File: config.mk
export PLATFORM = sky130hd
export DESIGN_NAME = net_inject_sched
export DESIGN_NICKNAME = d
export VERILOG_FILES = /design/src/rtl/net_inject_sched_pkg.sv /design/src/rtl/net_rr_arb.sv /design/src/rtl/net_inject_sched.sv
export SDC_FILE = /design/constraint.sdc
export NUM_CORES = 1
export LEC_CHECK = 0
export CORE_ASPECT_RATIO = 1.2
export CORE_UTILIZATION = 35
export DETAILED_ROUTE_END_ITERATION = 16
export GPL_TIMING_DRIVEN = 0
export PLACE_DENSITY_LB_ADDON = 0.05
export SYNTH_ARGS = -nofsm -noshare
export SYNTH_HDL_FRONTEND = slang
export SYNTH_HIERARCHICAL = 1
export SYNTH_SLANG_ARGS = --single-unit
File: constraint.sdc
create_clock -name clk -period 5 [get_ports clk]
set_input_delay 1 -clock clk [delete_from_list [all_inputs] [get_ports clk]]
set_output_delay 1 -clock clk [all_outputs]
set_load 0.005 [all_outputs]
File: src/rtl/net_inject_sched_pkg.sv
// rtl/net_inject_sched_pkg.sv - shared network header type and terminal constants
package net_inject_sched_pkg;

   localparam int NET_NODE_NBITS    = 2;
   localparam int NET_OPAQUE_NBITS  = 8;
   localparam int NET_NREQS         = 4;
   localparam int NET_REQ_ID_NBITS  = $clog2(NET_NREQS);

   // Header presented to router in1; opaque carries {requester id, sequence}.
   typedef struct packed {
      logic [NET_NODE_NBITS-1:0]   dest;
      logic [NET_NODE_NBITS-1:0]   src;
      logic [NET_OPAQUE_NBITS-1:0] opaque;
   } net_hdr_t;

endpackage

File: src/rtl/net_rr_arb.sv
// rtl/net_rr_arb.sv - round-robin arbiter with registered priority pointer
module net_rr_arb #(
   parameter int p_n = 4
) (
   input  logic           clk,
   input  logic           reset,
   input  logic [p_n-1:0] req_i,
   input  logic           en_i,
   input  logic           upd_i,
   output logic [p_n-1:0] gnt_o
);

   localparam int c_id_nbits = $clog2(p_n);

   logic [c_id_nbits-1:0] ptr_q;
   logic [c_id_nbits-1:0] ptr_d;
   logic [c_id_nbits-1:0] win_id;
   logic [c_id_nbits-1:0] idx;
   logic                  found;

   // Scan from the pointer (wrapping by truncation); first requester found wins.
   always_comb begin
      gnt_o  = '0;
      win_id = '0;
      idx    = '0;
      found  = 1'b0;
      for (int k = 0; k < p_n; k++) begin
         idx = ptr_q + c_id_nbits'(k);
         if (en_i && !found && req_i[idx]) begin
            gnt_o[idx] = 1'b1;
            win_id     = idx;
            found      = 1'b1;
         end
      end
      ptr_d = ptr_q;
      if (upd_i && found) begin
         ptr_d = win_id + c_id_nbits'(1);
      end
   end

   // Pointer moves just past the winner only when a grant is accepted.
   always_ff @(posedge clk) begin
      if (reset) begin
         ptr_q <= '0;
      end else begin
         ptr_q <= ptr_d;
      end
   end

endmodule

File: src/rtl/net_inject_sched.sv
// rtl/net_inject_sched.sv - ring terminal injection scheduler with per-requester credits
module net_inject_sched
   import net_inject_sched_pkg::*;
#(
   parameter int p_payload_nbits   = 32,
   parameter int p_nreqs           = NET_NREQS,
   parameter int p_max_outstanding = 4,
   parameter int p_opaque_nbits    = NET_OPAQUE_NBITS
) (
   input  logic                                 clk,
   input  logic                                 reset,
   input  logic [1:0]                           router_id,
   input  logic [p_nreqs-1:0]                   req_val,
   output logic [p_nreqs-1:0]                   req_rdy,
   input  logic [2*p_nreqs-1:0]                 req_dest,
   input  logic [p_nreqs*p_payload_nbits-1:0]   req_payload,
   output net_hdr_t                             out_msg_hdr,
   output logic [p_payload_nbits-1:0]           out_msg_payload,
   output logic                                 out_val,
   input  logic                                 out_rdy,
   input  logic                                 cred_val,
   input  logic [$clog2(p_nreqs)-1:0]           cred_id
);

   localparam int c_id_nbits  = $clog2(p_nreqs);
   localparam int c_seq_nbits = p_opaque_nbits - c_id_nbits;
   localparam int c_cnt_nbits = $clog2(p_max_outstanding + 1);

   logic [c_cnt_nbits-1:0]     outst_q [p_nreqs];
   logic [c_cnt_nbits-1:0]     outst_d [p_nreqs];
   logic [c_seq_nbits-1:0]     seq_q   [p_nreqs];
   logic [c_seq_nbits-1:0]     seq_d   [p_nreqs];
   net_hdr_t                   hdr_q, hdr_d;
   logic [p_payload_nbits-1:0] payload_q, payload_d;
   logic                       val_q, val_d;

   logic                       free;
   logic                       accept;
   logic [p_nreqs-1:0]         eligible;
   logic [p_nreqs-1:0]         gnt;
   logic [c_id_nbits-1:0]      sel_id;
   logic [1:0]                 sel_dest;
   logic [p_payload_nbits-1:0] sel_payload;
   logic                       dec;

   // Output slot is free when empty or draining this cycle; requesters at their limit sit out.
   always_comb begin
      free = !val_q || out_rdy;
      for (int i = 0; i < p_nreqs; i++) begin
         eligible[i] = req_val[i] && (outst_q[i] < c_cnt_nbits'(p_max_outstanding));
      end
   end

   // Grants are suppressed during reset so nothing is handed out while state clears.
   net_rr_arb #(.p_n(p_nreqs)) u_arb (
      .clk   (clk),
      .reset (reset),
      .req_i (eligible),
      .en_i  (free && !reset),
      .upd_i (accept),
      .gnt_o (gnt)
   );

   assign req_rdy         = gnt;
   assign accept          = |gnt;
   assign out_msg_hdr     = hdr_q;
   assign out_msg_payload = payload_q;
   assign out_val         = val_q;

   // Build the next output entry from the winner and update per-requester counters.
   always_comb begin
      sel_id      = '0;
      sel_dest    = '0;
      sel_payload = '0;
      dec         = 1'b0;
      for (int i = 0; i < p_nreqs; i++) begin
         if (gnt[i]) begin
            sel_id      = c_id_nbits'(i);
            sel_dest    = req_dest[2*i +: 2];
            sel_payload = req_payload[i*p_payload_nbits +: p_payload_nbits];
         end
      end

      val_d     = val_q;
      hdr_d     = hdr_q;
      payload_d = payload_q;
      if (free) begin
         val_d = accept;
         if (accept) begin
            hdr_d.dest   = sel_dest;
            hdr_d.src    = router_id;
            hdr_d.opaque = {sel_id, seq_q[sel_id]};
            payload_d    = sel_payload;
         end
      end

      for (int i = 0; i < p_nreqs; i++) begin
         seq_d[i]   = seq_q[i];
         outst_d[i] = outst_q[i];
         // A credit against an empty counter is spurious and dropped.
         dec = cred_val && (cred_id == c_id_nbits'(i)) && (outst_q[i] != '0);
         if (gnt[i]) begin
            seq_d[i] = seq_q[i] + c_seq_nbits'(1);
         end
         if (gnt[i] && !dec) begin
            outst_d[i] = outst_q[i] + c_cnt_nbits'(1);
         end else if (!gnt[i] && dec) begin
            outst_d[i] = outst_q[i] - c_cnt_nbits'(1);
         end
      end
   end

   // State registers; reset drops any held message and wins over same-cycle events.
   always_ff @(posedge clk) begin
      if (reset) begin
         val_q     <= 1'b0;
         hdr_q     <= '0;
         payload_q <= '0;
         for (int i = 0; i < p_nreqs; i++) begin
            outst_q[i] <= '0;
            seq_q[i]   <= '0;
         end
      end else begin
         val_q     <= val_d;
         hdr_q     <= hdr_d;
         payload_q <= payload_d;
         for (int i = 0; i < p_nreqs; i++) begin
            outst_q[i] <= outst_d[i];
            seq_q[i]   <= seq_d[i];
         end
      end
   end

endmodule

==> results of run 1 <==
sequential cells by signal, summed over array words and instances (netlist names):
signal and count:
out_msg_payload 32, out_msg_hdr 12, outst_q 12, out_val 1, u_arb/ptr_q 2, seq_q 24
path summary, 6_finish.rpt:
kind	start	end	slack, ns	depth (start not counted)
setup reg to reg	u_arb/ptr_q[0]	u_arb/ptr_q[1]	0.57	17
setup / recovery	out_rdy	req_rdy[2]	0.22	10
hold / removal	out_msg_hdr[8]	out_msg_hdr[8]	0.48	2
hold reg to reg	out_msg_hdr[8]	out_msg_hdr[8]	0.48	2
stage by stage:
step	utilization	TNS, ns	setup WS [ns]	power [mW]	hold slack (ns)
after floorplan	-	0	0.537	3.87	0.454
after global placement	0.514	-40.10	-1.01	5.03	0.463
after detailed placement	0.514	-47.23	-1.09	5.13	0.471
after CTS	0.539	0	0.0123	5.92	0.481
after global routing	0.541	0	0.0479	6.39	0.513
final	0.541	0	0.217	5.91	0.479
timing repair:
item                                    in CTS  in global routing
setup buffers                                2                  3
gates resized for setup                      9                  3
pin swaps                                    2                  2
gates cloned                                 0                  0
endpoints found under the setup margin      66                 13
power breakdown:
part | switching [mW] | internal [mW] | leakage, nW
logic | 2.25 | 1.90 | 2.24
clock network | 0.291 | 0.442 | 0.157
registers | 0.151 | 0.879 | 0.680
total | 2.69 | 3.22 | 3.08
cell type report:
class,instances,area share
inverter,42,0.0201
sequential,83,0.211
buffer,51,0.0412
timing repair buffer,201,0.254
multi-input combinational,447,0.400
clock inverter,6,0.0121
tap,200,0.0318
clock buffer,9,0.0287
cells in the final DEF (no fill, tap or decap), drive strengths merged, types with 15 or more instances in the layout:
cell	netlist	routed
clkdlybuf4s50	0	196
a21oi	89	89
dfxtp	83	83
nand2	59	59
inv	42	46
buf	37	42
nor2	38	38
a22o	34	34
a311oi	34	34
nand3b	33	33
clkbuf	16	23
xor2	20	20
o21ai	16	16
ha	15	15
per-layer routing:
layer / part of all wire / vias up
li1: - / 2696
met1: 0.43 / 2644
met2: 0.50 / 159
met3: 0.061 / 14
met4: 0.0093 / 0
met5: 0 / -
critical path, delay by kind of cell:
| family | cells | cell delay, ns |
|---|---|---|
| AO/OA/AOI/OAI | 2 | 0.41 |
| AND/OR/NAND/NOR | 6 | 1.40 |
| buffers and inverters | 2 | 0.96 |
cells by family (layout without fill, tap and decap cells):
group / after synthesis / after routing
buffers and inverters: 95 / 309
AO/OA/AOI/OAI: 201 / 201
XOR/XNOR: 24 / 24
multiplexers: 23 / 23
AND/OR/NAND/NOR: 180 / 180
adder cells (fa/ha/maj): 19 / 19
flip-flops: 83 / 83
==> reports/qor.csv, run 1 <==
metric;value;unit
synth_mux_area_frac;0.0521;
antenna_found_initial;0;
synthXorXnorAreaFrac;0.0399;
ys_warn_count;12;
drtPass1Iterations;6;
cap_viol_max_count;0;
path_clk_slew;0.06;ns
use_met3;0.0548;
ys_top_cells_by_count;89 x a21oi_1, 83 x dfxtp_1, 59 x nand2_1;
crit_top_cell;clkdlybuf4s50_1;
rsz0062_at_grt;no;
fp.dieH;136;um
globalRoute.busiestLayer;met2;
final-seq-area;0.00166;mm2
finalCritPeriodShare;0.957;
grt_use_met2;0.447;
synth_fp_nets;792;
fp-row-count;48;
fin_nets;1002;
ys_seq_area_frac;0.316;
fp.dieW;114;um
clock.fmax;0.209;GHz
arrival;3.78;ns
first_global_vias;5594;
grtUsageMet1;0.290;
synth_edf_count;0;
cp.required;4.00;ns
power.leakage;3.08;nW
grt_pass1_wl;29600;um
drt-total-wl;19000;um
hold_viol;0;
synthSimpleGateAreaFrac;0.184;
avgSynthCellArea;8.42;um2
synth_area_leaders;dfxtp_1 32%, a21oi_1 8.5%, a22o_1 5.7%, a311oi_1 5.0%, nand3b_1 4.7%;
start_util;0.362;
synth.distinct_cells;52;
cp_cell_sequence;clkdlybuf4s50_1 -> nor2b_2 -> nor2_4 -> and2_1 -> a22o_1 -> or3b_4 -> nor2_2 -> a222oi_1 -> nand2_1 -> clkdlybuf4s50_1;
p_per_area;752;mW/mm2
period_minus_slack;4.78;ns
io_pins;197;
grt_max_degree;16;
hold_class;register to register;
postLayoutCellArea;0.00786;mm2
fillers;1430;
vias_per_cell;5.31;
synthArstFlopShare;0;
synthToLayoutAreaGrowth;49.3;%
cp_slowest_stage_delay;0.52;ns
yosysTopAreaCell;dfxtp_1;
netlist_area;0.00526;mm2
setup_viol;0;
route.vias.total;5513;
place_hpwl;14600;um
cts-root-buf;clkbuf_16;
grt_use_total;0.246;
cp_max_fo;10;
postRouteAntennaNets;0;
synth_top_family_by_area;compound AO/OA/AOI/OAI gates;
antenna_cells;0;
cts_buffers;9;
finalNonFillerCells;1039;
drt_iter0_drc;330;
cp-end-kind;primary output;
ir_worst_vdd;0.442;mV
die-area;0.0155;mm2
yosys.cell_count.top_type;a21oi_1;
multiInputGateArea;0.00315;mm2
critical_path.startpoint_type;input port;
path_class;input port to primary output;
critPathSlowestCell;clkdlybuf4s50_1;
coreArea;0.0145;mm2
clk_path_buf_depth;2;
gp_congestion;0.824;
max_slew_margin;0.587;
clock-sinks;83;
drv_slew;0;
place_inst;1021;
grt_remaining_overflow;0;
skew;0.00968;ns
io_buffers;196;
htree_levels;3;
status;finished clean;
ctsHoldBuffers;0;
synth_compound_area_frac;0.266;
synth_ff_type;dfxtp_1;
drive_gt1_frac;0.101;
post_dp_cell_area;0.00747;mm2
clk_latency;0.34;ns
wire_per_inst;18.3;um
synth_adder_area_share;0.0509;
synth_top_area_frac;0.316;
ys_ff_latch;83;
worst_pin_slew;0.620;ns
route.detailed.drc;0;
synth_cells;625;
cts_tree;built;
No activity file was read; power rests on OpenSTA's default activity.
==> run 2: changes to the inputs <==
--- a/config.mk
+++ b/config.mk
@@ -14,3 +14,4 @@
 export SYNTH_HDL_FRONTEND = slang
 export SYNTH_HIERARCHICAL = 1
 export SYNTH_SLANG_ARGS = --single-unit
+export TNS_END_PERCENT = 10
==> results of run 2 <==
The final DEF is identical to that of run 1; final timing and power are the same.
==> run 3: changes to the inputs <==
--- a/config.mk
+++ b/config.mk
@@ -7,6 +7,7 @@
 export LEC_CHECK = 0
 export CORE_ASPECT_RATIO = 1.2
 export CORE_UTILIZATION = 35
+export CTS_CLUSTER_DIAMETER = 150
 export DETAILED_ROUTE_END_ITERATION = 16
 export GPL_TIMING_DRIVEN = 0
 export PLACE_DENSITY_LB_ADDON = 0.05
==> results of run 3 <==
The final DEF is identical to that of run 1; final timing and power are the same.
